**src/rtl/mult_div_unit.sv**
```systemverilog
// Iterative MIPS-style HI/LO multiply/divide unit: one radix-2 step per cycle,
// shift-add multiply and restoring divide on operand magnitudes, sign fixed at the end.
module mult_div_unit #(
  parameter int unsigned WIDTH = 32
) (
  input  logic             clk,
  input  logic             rst,
  input  logic             start,
  input  logic [1:0]       op,
  input  logic [WIDTH-1:0] a,
  input  logic [WIDTH-1:0] b,
  input  logic             flush,
  input  logic             hi_we,
  input  logic             lo_we,
  input  logic [WIDTH-1:0] wdata,
  output logic             busy,
  output logic             done,
  output logic             div_by_zero,
  output logic [WIDTH-1:0] hi,
  output logic [WIDTH-1:0] lo
);

  localparam int unsigned CntW = $clog2(WIDTH);

  typedef enum logic [1:0] {StIdle, StCalc, StDone} state_e;

  state_e             state_q;
  logic [1:0]         op_q;
  logic [WIDTH-1:0]   a_q, b_q;
  logic [WIDTH-1:0]   acc_hi_q, acc_lo_q;
  logic [WIDTH-1:0]   acc_hi_d, acc_lo_d;
  logic [CntW-1:0]    cnt_q;
  logic [WIDTH-1:0]   hi_q, lo_q;
  logic               dbz_q;

  logic               in_neg, a_neg, b_neg, div0;
  logic [WIDTH-1:0]   a_mag_in, b_mag;
  logic [WIDTH:0]     sum, rem_sh;
  logic [WIDTH+1:0]   diff;
  logic [2*WIDTH-1:0] prod, prod_fix;
  logic [WIDTH-1:0]   quo_fix, rem_fix, res_hi, res_lo;

  // op[0] = 1 selects the unsigned variants.
  assign in_neg   = ~op[0] & a[WIDTH-1];
  assign a_mag_in = in_neg ? -a : a;
  assign a_neg    = ~op_q[0] & a_q[WIDTH-1];
  assign b_neg    = ~op_q[0] & b_q[WIDTH-1];
  assign b_mag    = b_neg ? -b_q : b_q;
  assign div0     = (b_q == '0);

  always_comb begin
    sum    = {1'b0, acc_hi_q} + (acc_lo_q[0] ? {1'b0, b_mag} : {(WIDTH+1){1'b0}});
    rem_sh = {acc_hi_q, acc_lo_q[WIDTH-1]};
    diff   = {1'b0, rem_sh} - {2'b00, b_mag};
    if (op_q[1]) begin
      // Restoring step: keep the trial difference only if it did not borrow.
      if (!diff[WIDTH+1]) begin
        acc_hi_d = diff[WIDTH-1:0];
        acc_lo_d = {acc_lo_q[WIDTH-2:0], 1'b1};
      end else begin
        acc_hi_d = rem_sh[WIDTH-1:0];
        acc_lo_d = {acc_lo_q[WIDTH-2:0], 1'b0};
      end
    end else begin
      acc_hi_d = sum[WIDTH:1];
      acc_lo_d = {sum[0], acc_lo_q[WIDTH-1:1]};
    end
  end

  always_comb begin
    prod     = {acc_hi_d, acc_lo_d};
    prod_fix = (a_neg ^ b_neg) ? -prod : prod;
    quo_fix  = (a_neg ^ b_neg) ? -acc_lo_d : acc_lo_d;
    rem_fix  = a_neg ? -acc_hi_d : acc_hi_d;
    if (op_q[1]) begin
      if (div0) begin
        res_hi = a_q;
        res_lo = '1;
      end else begin
        res_hi = rem_fix;
        res_lo = quo_fix;
      end
    end else begin
      res_hi = prod_fix[2*WIDTH-1:WIDTH];
      res_lo = prod_fix[WIDTH-1:0];
    end
  end

  always_ff @(posedge clk or negedge rst) begin
    if (!rst) begin
      state_q  <= StIdle;
      op_q     <= '0;
      a_q      <= '0;
      b_q      <= '0;
      acc_hi_q <= '0;
      acc_lo_q <= '0;
      cnt_q    <= '0;
      hi_q     <= '0;
      lo_q     <= '0;
      dbz_q    <= 1'b0;
    end else begin
      unique case (state_q)
        StIdle: begin
          if (hi_we) hi_q <= wdata;
          if (lo_we) lo_q <= wdata;
          if (start) begin
            state_q  <= StCalc;
            op_q     <= op;
            a_q      <= a;
            b_q      <= b;
            acc_hi_q <= '0;
            acc_lo_q <= a_mag_in;
            cnt_q    <= '0;
          end
        end
        StCalc: begin
          if (flush) begin
            state_q <= StIdle;
          end else begin
            acc_hi_q <= acc_hi_d;
            acc_lo_q <= acc_lo_d;
            cnt_q    <= cnt_q + CntW'(1);
            if (cnt_q == CntW'(WIDTH - 1)) begin
              hi_q    <= res_hi;
              lo_q    <= res_lo;
              dbz_q   <= op_q[1] & div0;
              state_q <= StDone;
            end
          end
        end
        StDone:  state_q <= StIdle;
        default: state_q <= StIdle;
      endcase
    end
  end

  assign busy        = (state_q != StIdle);
  assign done        = (state_q == StDone);
  assign div_by_zero = dbz_q;
  assign hi          = hi_q;
  assign lo          = lo_q;

endmodule

```
**config.mk**
```make
export PLATFORM = sky130hd
export DESIGN_NAME = mult_div_unit
export DESIGN_NICKNAME = d
export VERILOG_FILES = /design/src/rtl/mult_div_unit.sv
export SDC_FILE = /design/constraint.sdc
export NUM_CORES = 1
export LEC_CHECK = 0
export BUFFER_PORTS_ARGS = -buffer_cell sky130_fd_sc_hd__buf_2
export CELL_PAD_IN_SITES_DETAIL_PLACEMENT = 0
export CELL_PAD_IN_SITES_GLOBAL_PLACEMENT = 2
export CORE_AREA = 2 2 226 228
export CTS_BUF_LIST = sky130_fd_sc_hd__clkbuf_4 sky130_fd_sc_hd__clkbuf_8
export DETAILED_ROUTE_END_ITERATION = 16
export DIE_AREA = 0 0 228 230
export PLACE_DENSITY = 0.82
export SYNTH_ARGS = -nofsm -noshare
export SYNTH_HDL_FRONTEND = slang
export SYNTH_SLANG_ARGS = --single-unit
```
**constraint.sdc**
```tcl
create_clock -name clk -period 11.2 [get_ports clk]
set_clock_uncertainty 0.2 [all_clocks]
set_input_delay 2.24 -clock clk [delete_from_list [all_inputs] [get_ports clk]]
set_output_delay 2.24 -clock clk [all_outputs]
set_load 0.02 [all_outputs]
```
==> results by group, run 1 <==
Layout
  • Share of layout cells above drive strength 1: between 10% and 20%
  • Most frequent cells in the layout: 412 x nand2_1, 219 x nor2_1, 201 x dfrtp_1
  • Nets: about 2.6k
  • Commonest non-fill, non-tap cell in the layout: nand2_1
  • N_diodes: 0
  • Layout area overhead: 13.8%

Floorplanning
  • Die span in y: ~230 um
  • Starting density of the core: 34.8%
  • Die area: approximately 52,000 um^2
  • Die extent in x: 228 um
  • Floorplan row count: between 80 and 90
  • Core area: between 40,000 and 50,000 um^2
  • Number of top-level pins: 171

Clocking
  • Clk root buf: clkbuf_8
  • Register clock-pin slew on the reported worst setup and hold paths: around 60 ps
  • Clock Path Buffers: 3
  • Cts repair resizes: 0
  • CTS tree: built
  • H-tree depth: 2
  • Postcts setup bufs: 0
  • Hold_buf cts: 0
  • CTS Sinks: between 200 and 250
  • Clk_lat worst skew: about 630 ps
  • Cts bufs inserted: 40

Worst setup path
  • Required @ worst endpoint: between 10,000 and 15,000 ps
  • Startpoint types: register
  • Critical path class: register to register
  • CP max FO: 10
  • Setup crit end kind: register
  • Arrival time of the worst setup path: 8440 ps

GRT
  • First-pass GRT wire length: 109,000 um
  • Largest net degree at the start of global routing: around 90
  • Vias in the first global route: roughly 17k
  • GR Util All Layers: between 20% and 30%
  • Initial antenna violation count: 0
  • GR Overflow Total: 0

Drt
  • Avg WL per Cell: between 20 and 25 um
  • Initial drt markers: 1,973
  • DRT Wirelength: 72,100 um
  • 1st-pass router iterations: 5
  • Antenna violation net count after detailed routing: 0
  • Via/cell ratio: around 5.8
  • Drt drc: 0
  • Routed via count: 17.9k

Timing
  • Slew margin rel.: 24.8%
  • TNS Setup: 0 ps
  • Least-Margin Pin Slew: between 1000 and 1500 ps
  • Final Max Tran Viols: 0
  • # setup viols final: 0
  • Post-layout minimum cycle time: 8160 ps
  • Worst setup margin: approximately 3000 ps
  • Final Hold Vio Count: 0
  • Crit share post-route: around 73%
  • Fmax: around 120 MHz
  • Unrepaired setup endpoints after global routing: false

Synthesis
  • EDFF count, synth: 0
  • Warnings from Yosys: 0
  • Async S/R FF share, synth: 100%
  • Syn_area_per_cell: about 7.6 um^2
  • Seq/Total Area, Yosys: 29.1%
  • Synth cell types: 91
  • Mapped Area: roughly 17,000 um^2
  • #FFs+latches synth: a little over 200
  • Synthesized instance count: 2,275
  • Post-Syn Nets: roughly 2.5k
  • Post-synth top flop: dfrtp_1

Place
  • Dpl ws: 3230 ps
  • GPL Wtd Cong: between 0.9 and 1
  • DP Wirelength: approximately 55,000 um
  • Port bufs: 170

Outcome
  • Status: finished, final reports clean

Flow run
  • Max Cap Violations: 0

Hold path
  • HP Class: register to register
state kept, by name, summed over array words and instances (netlist names):
name	count
a_q	32
acc_hi_q	32
acc_lo_q	32
b_q	32
cnt_q	5
div_by_zero	1
hi	32
lo	32
op_q	2
state_q	2
worst max-delay path, cell delays in order, from the launching register on:
cell,delay (ps)
dfrtp_1,410
nor3_1,280
nand2b_1,150
nor4_1,590
nand3_1,340
nor2b_1,420
nand3b_1,150
nor4_1,170
o21ai_0,170
ha_1,390
nand4_1,140
or3_1,450
nand2b_1,280
o22ai_2,510
o31a_1,220
a2bb2oi_1,540
ha_1,320
nor3b_1,210
a41oi_1,100
nor4_2,390
nand4bb_1,460
nor4_2,500
a21oi_1,140
xor2_1,160
o221ai_1,200
o22ai_1,130
per-stage QoR:
step	hold WS, ps	util [%]	cell area (um^2)	cells
after CTS	279	39.6	19700	3090
final	271	39.6	19700	3090
after floorplan	240	-	17400	2275
after detailed placement	264	37.8	18800	3022
after global routing	295	39.6	19700	3090
after global placement	261	37.8	18800	3022
layer usage:
| metal | GRT usage, % | wire length [um] |
|---|---|---|
| met4 | 7.27 | 1840 |
| met2 | 42.4 | 32500 |
| met1 | 38.0 | 32800 |
| met3 | 4.63 | 4930 |
| met5 | 0 | 0 |
cells in the mapped netlist, types with 36 or more instances:
cell | instances | share of area [%]
nand2_1 | 413 | 8.9
nor2_1 | 220 | 4.8
dfrtp_1 | 202 | 29
o21ai_0 | 176 | 5.1
a21oi_1 | 164 | 4.7
clkbuf_1 | 104 | 2.2
xnor2_1 | 102 | 5.1
xor2_1 | 73 | 3.7
ha_1 | 70 | 5.0
nor3_1 | 55 | 1.6
mux2i_1 | 46 | 2.7
o22ai_1 | 45 | 1.6
a21o_1 | 36 | 1.6
cell families after synthesis:
group	count (synthesis)	synth area share (%)
AND/OR/NAND/NOR	927	24.6
AO/OA/AOI/OAI	684	25.3
flip-flops	202	29.1
XOR/XNOR	175	8.83
buffers and inverters	159	3.55
adder cells (fa/ha/maj)	72	5.28
multiplexers	56	3.30
path summary, 6_finish.rpt:
| kind | start | slack (ps) | to | depth (start not counted) |
|---|---|---|---|---|
| setup / recovery | b_q[3]$_DFFE_PN0P_ | 3040 | hi[26]$_DFFE_PN0P_ | 25 |
| setup reg to reg | b_q[3]$_DFFE_PN0P_ | 3040 | hi[26]$_DFFE_PN0P_ | 25 |
| hold / removal | lo[27]$_DFFE_PN0P_ | 270 | lo[27]$_DFFE_PN0P_ | 2 |
| max in group asynchronous | rst | 7810 | hi[12]$_DFFE_PN0P_ | 2 |
| min in group asynchronous | rst | 1430 | b_q[3]$_DFFE_PN0P_ | 1 |
| hold reg to reg | lo[27]$_DFFE_PN0P_ | 270 | lo[27]$_DFFE_PN0P_ | 2 |
final cells by class:
type / instances / area, um^2
Inverter: 28 / 105
Multi-Input combinational cell: 1914 / 11700
Fill cell: 5351 / 30100
Clock inverter: 12 / 175
Timing Repair Buffer: 206 / 1130
Clock buffer: 56 / 721
Tap cell: 672 / 841
Sequential cell: 202 / 5060
Power of run 1 is left out: the tool's default activity adds up to more than one toggle a clock period on the data nets, which glitch-free logic cannot reach.
==> inputs of run 2 (changes only) <==
==> constraint.sdc (replaced) <==
create_clock -name clk -period 8.4 [get_ports clk]
set_clock_uncertainty 0.2 [all_clocks]
set_input_delay 1.68 -clock clk [delete_from_list [all_inputs] [get_ports clk]]
set_output_delay 1.68 -clock clk [all_outputs]
set_load 0.02 [all_outputs]
==> run 2 against run 1 <==
Compared with the run above: fmax grew 8.4%; sequential share of layout area shrank 0.094 points; wire length grew 0.78%; via count is 1.8% higher; non-clock buffer count up 4; utilization rose by 0.15 points; count of clock-buffer cells in the layout grew 11; setup slack got worse by 2200 ps; first-iteration DRC count decreased by 4.6%; die area is the same.
==> results by group, run 2 (same netlist as run 1, synthesis figures left out) <==
Clocking
  • Clk_lat worst skew: 640 ps
  • Register clock-pin slew on the reported worst setup and hold paths: 60 ps
  • Postcts setup bufs: 0
  • Hold_buf cts: 0
  • Cts bufs inserted: slightly above 40
  • Clock Path Buffers: 3
  • CTS Sinks: 202
  • H-tree depth: 2
  • Cts repair resizes: 0
  • CTS tree: built
  • Clk root buf: clkbuf_8

GRT
  • Largest net degree at the start of global routing: around 110
  • Vias in the first global route: between 15k and 20k
  • GR Util met3: around 4%
  • GR Util All Layers: a little over a quarter
  • GR Layer Usage met2: 42.8%
  • Grt peak-use layer: met2
  • Initial antenna violation count: 1
  • M1 GR Usage: a little under two fifths
  • First-pass GRT wire length: roughly 110,000 um
  • GR Overflow Total: 0

Timing
  • Post-layout minimum cycle time: ~7500 ps
  • Least-Margin Pin Slew: 1180 ps
  • Final Max Tran Viols: 0
  • Slew margin rel.: a little over a fifth
  • Fmax: roughly 130 MHz
  • Crit share post-route: between 80% and 90%
  • Final Hold Vio Count: 0
  • Unrepaired setup endpoints after global routing: false
  • # setup viols final: 0
  • TNS Setup: 0 ps

Floorplanning
  • Die span in y: around 230 um
  • Starting density of the core: 34.8%
  • Floorplan row count: 82
  • Die area: about 52,000 um^2
  • Number of top-level pins: 171
  • Core area: between 40,000 and 50,000 um^2
  • Die extent in x: between 200 and 250 um

Worst setup path
  • Setup crit end kind: register
  • Critical path's slowest cell: or3_1
  • Worst R2R Path Depth: 28
  • Arrival time of the worst setup path: 7840 ps
  • CP max FO: 10
  • Buf+Inv Stages, Crit Path: 1
  • Required @ worst endpoint: 8710 ps
  • Setup crit start: b_q[3]$_DFFE_PN0P_
  • RR Startpoint: b_q[3]$_DFFE_PN0P_
  • Slowest cell delay on critical path: about 560 ps
  • Worst path depth: 28
  • Crit path max-delay family: simple AND/OR/NAND/NOR gates
  • Critical path class: register to register
  • Startpoint types: register

Drt
  • Initial drt markers: about 1.9k
  • Routed via count: about 18k
  • Antenna violation net count after detailed routing: 0
  • Via/cell ratio: between 5 and 6
  • Avg WL per Cell: about 23 um
  • Drt drc: 0
  • 1st-pass router iterations: 7
  • DRT Wirelength: between 70,000 and 80,000 um

Layout
  • Design area: 19,800 um^2
  • Final Util: 39.7%
  • Commonest non-fill, non-tap cell in the layout: nand2_1
  • Nets: 2,573
  • Multi-input gate area: 11,700 um^2
  • FF+latch area: ~5100 um^2
  • Layout area overhead: 14.2%
  • Most frequent cells in the layout: 412 x nand2_1, 219 x nor2_1, 201 x dfrtp_1
  • Share of layout cells above drive strength 1: roughly 14%
  • Fillers: about 5.3k

Hold path
  • HP Start: lo[1]$_DFFE_PN0P_
  • Worst hold path cell count: 2
  • HP Class: register to register

Place
  • Port bufs: 170
  • DP Wirelength: 55,600 um
  • Placed inst area: 18,900 um^2
  • GPL Wtd Cong: ~0.95

Flow run
  • Max Cap Violations: 0

Outcome
  • Status: finished, final reports clean
run 2: cell count changes in the layout (fill, tap and decap cells not counted), sizes merged:
cell and change:
clkbuf +11, diode +1, inv +1, bufinv -2, buf +4, clkinv -4
run 2: area by class of cell:
class	count	share of cell area (%)
clock inverters	7	0.480
multi-input cells	1914	59.1
repair buffers	210	5.92
flip-flops and latches	202	25.5
well taps	672	4.24
inverters	28	0.530
diodes	1	0.0126
clock buffers	67	4.15
run 2: path summary, 6_finish.rpt:
kind / endpoint / slack, ps
max: hi[18]$_DFFE_PN0P_ / 870
min: lo[1]$_DFFE_PN0P_ / 270
max reg2reg: hi[18]$_DFFE_PN0P_ / 870
min reg2reg: lo[1]$_DFFE_PN0P_ / 270
max in group asynchronous: lo[25]$_DFFE_PN0P_ / 5600
min in group asynchronous: b_q[2]$_DFFE_PN0P_ / 900
run 2: metrics by stage:
stage	setup slack (ps)	instances	hold WS, ps
global placement	992	3026	261
CTS	756	3100	282
detailed placement	794	3026	269
global route	173	3100	302
finish	871	3101	274
floorplan	1780	2275	240
run 2: layer usage:
| metal | up-vias | wire length (um) |
|---|---|---|
| li1 | 8490 | - |
| met1 | 8937 | 32600 |
| met4 | 0 | 2360 |
| met2 | 708 | 32400 |
| met5 | - | 0 |
| met3 | 126 | 5270 |
run 2: worst register-to-register path: cells and delay by family (launching register included):
family | cells | cell delay [ps]
fa+ha+maj | 2 | 610
compound gates | 7 | 1640
flops | 1 | 420
xor+xnor | 2 | 400
buf+inv | 1 | 150
simple gates | 16 | 4010
Power of run 2 is left out for the same reason.
==> inputs of run 3 (changes only) <==
--- a/config.mk
+++ b/config.mk
@@ -6,7 +6,7 @@
 export NUM_CORES = 1
 export LEC_CHECK = 0
 export BUFFER_PORTS_ARGS = -buffer_cell sky130_fd_sc_hd__buf_2
-export CELL_PAD_IN_SITES_DETAIL_PLACEMENT = 0
+export CELL_PAD_IN_SITES_DETAIL_PLACEMENT = 2
 export CELL_PAD_IN_SITES_GLOBAL_PLACEMENT = 2
 export CORE_AREA = 2 2 226 228
 export CTS_BUF_LIST = sky130_fd_sc_hd__clkbuf_4 sky130_fd_sc_hd__clkbuf_8
==> run 3 against run 2 <==
Compared with the run above: sequential share of layout area shrank 0.066 points; global-route usage increased by 4.6 points; die area unchanged; count of clock-buffer cells in the layout rose by 2; via count rose by 4.8%; critical path depth is 1 lower; setup slack lost 340 ps; fmax fell by 4.4%; utilization grew 0.10 points; cell area is 0.26% higher.
==> results by group, run 3 (same netlist as run 1, synthesis figures left out) <==
Outcome
  • Status: finished, final reports clean

Timing
  • Fmax: between 100 and 150 MHz
  • Post-layout minimum cycle time: slightly below 8000 ps
  • TNS Setup: 0 ps
  • Slew margin rel.: between 10 and 15%
  • Final Max Tran Viols: 0
  • Least-Margin Pin Slew: roughly 1300 ps
  • Final Hold Vio Count: 0
  • # setup viols final: 0
  • Unrepaired setup endpoints after global routing: false
  • Crit share post-route: a little over nine tenths

GRT
  • Largest net degree at the start of global routing: roughly 110
  • GR Util All Layers: between 30% and 40%
  • First-pass GRT wire length: 129,000 um
  • Vias in the first global route: around 21k
  • Initial antenna violation count: 6
  • GR Overflow Total: 0

Clocking
  • Clock Path Buffers: 3
  • Hold_buf cts: 0
  • Clk root buf: clkbuf_8
  • CTS Sinks: 202
  • Cts bufs inserted: 42
  • Clk_lat worst skew: 660 ps
  • Register clock-pin slew on the reported worst setup and hold paths: ~60 ps
  • CTS tree: built
  • H-tree depth: 2

Worst setup path
  • R2r setup slk: 530 ps
  • Crit path capture: hi[14]$_DFFE_PN0P_
  • Setup crit start: b_q[3]$_DFFE_PN0P_
  • CP max FO: 12
  • Critical path class: register to register
  • Startpoint types: register
  • Required @ worst endpoint: approximately 8700 ps
  • Setup crit end kind: register
  • Arrival time of the worst setup path: ~8200 ps
  • Worst R2R Path Depth: 27
  • R2R Path End: hi[14]$_DFFE_PN0P_
  • RR Startpoint: b_q[3]$_DFFE_PN0P_

Layout
  • Final Util: between 30% and 40%
  • Nets: 2,574
  • Multi-input gate area: approximately 12,000 um^2
  • Fillers: approximately 5.8k
  • Most frequent cells in the layout: 412 x nand2_1, 219 x nor2_1, 201 x dfrtp_1
  • Layout area overhead: 14.5%
  • FF+latch area: about 5000 um^2
  • Commonest non-fill, non-tap cell in the layout: nand2_1
  • Share of layout cells above drive strength 1: 14.1%
  • Final Non-Filler Cells: ~3.1k

Floorplanning
  • Core area: between 40,000 and 50,000 um^2
  • Die area: around 52,000 um^2
  • Floorplan row count: slightly above 80
  • Number of top-level pins: 171
  • Starting density of the core: 34.8%
  • Die span in y: 230 um
  • Die extent in x: 228 um

Drt
  • 1st-pass router iterations: 6
  • Routed via count: between 15k and 20k
  • DRT Wirelength: roughly 85,000 um
  • Antenna violation net count after detailed routing: 0
  • Drt drc: 0
  • Avg WL per Cell: roughly 27 um
  • Initial drt markers: around 1.3k
  • Via/cell ratio: roughly 6.2

Flow run
  • Max Cap Violations: 0

Hold path
  • HP Start: lo[31]$_DFFE_PN0P_
  • HP Class: register to register

Place
  • DP Wirelength: 63,100 um
  • Post-Place Cells: 3,026
  • GPL Wtd Cong: between 0.9 and 1
  • Port bufs: 170
run 3: cell types whose count changed in the layout (fill, tap and decap cells not counted):
| cell | delta |
|---|---|
| clkbuf_4 | +1 |
| o22ai_2 | -1 |
| o22ai_4 | +1 |
| clkinv_8 | +1 |
| clkinv_2 | +1 |
| diode_2 | +1 |
| clkinvlp_4 | +1 |
| inv_6 | -1 |
| clkbuf_8 | +1 |
run 3: per-layer routing:
layer	up-vias	GRT usage [%]	part of all wire (%)
met5	-	0	0.027
met4	4	14.7	4.6
met1	9840	40.4	43
met2	626	52.6	47
li1	8460	-	-
met3	210	5.03	5.7
run 3: per-stage QoR:
stage / instance area [um^2] / worst slack, ps / hold WS, ps
after floorplan: 17400 / 1780 / 240
after global placement: 18900 / 992 / 261
after detailed placement: 18900 / 343 / 268
after CTS: 19800 / 313 / 287
after global routing: 19900 / 88.5 / 297
final: 19900 / 527 / 282
run 3: area by class of cell:
| cell class | count | area share [%] |
|---|---|---|
| tap | 672 | 4.23 |
| clock buffer | 69 | 4.24 |
| timing repair buffer | 210 | 5.91 |
| inverter | 28 | 0.529 |
| sequential | 202 | 25.5 |
| multi-input combinational | 1914 | 59.0 |
| clock inverter | 9 | 0.579 |
| antenna | 2 | 0.0252 |
run 3: how the worst min path moves through the flow:
stage / endpoint / slack (ps) / cells after the start
4_1_cts: lo[31]$_DFFE_PN0P_ / 290 / 2
5_1_grt: lo[12]$_DFFE_PN0P_ / 300 / 2
6_report: lo[31]$_DFFE_PN0P_ / 280 / 2
2_1_floorplan: a_q[28]$_DFFE_PN0P_ / 240 / 2
3_5_place_dp: hi[13]$_DFFE_PN0P_ / 270 / 2
3_3_place_gp: hi[13]$_DFFE_PN0P_ / 260 / 2
run 3: critical path, stage by stage, from the launching register on:
cell       delay (ps)
dfrtp_1           420
nor3_1            330
nand2b_1          180
nor4_2            510
nand3_1           310
nor2b_1           220
buf_4             160
nand3b_1          100
o21ai_0           240
xor2_1            230
ha_1              310
nand4_1           130
or3_1             250
nand2b_1          330
o22a_1            520
nand4_1           200
a31oi_2           230
buf_4             240
ha_1              250
nor3b_1           220
a41oi_1           110
nor4_2            380
nand4bb_1         450
nor2_1            450
nand2_1           220
and3_1            240
nor3_1            180
o22ai_1           130
run 3: timing repair:
item,4_1_cts,5_1_grt
setup endpoints to repair,0,16
resized for setup,0,2
setup buffers,0,0
Power of run 3 is left out for the same reason.
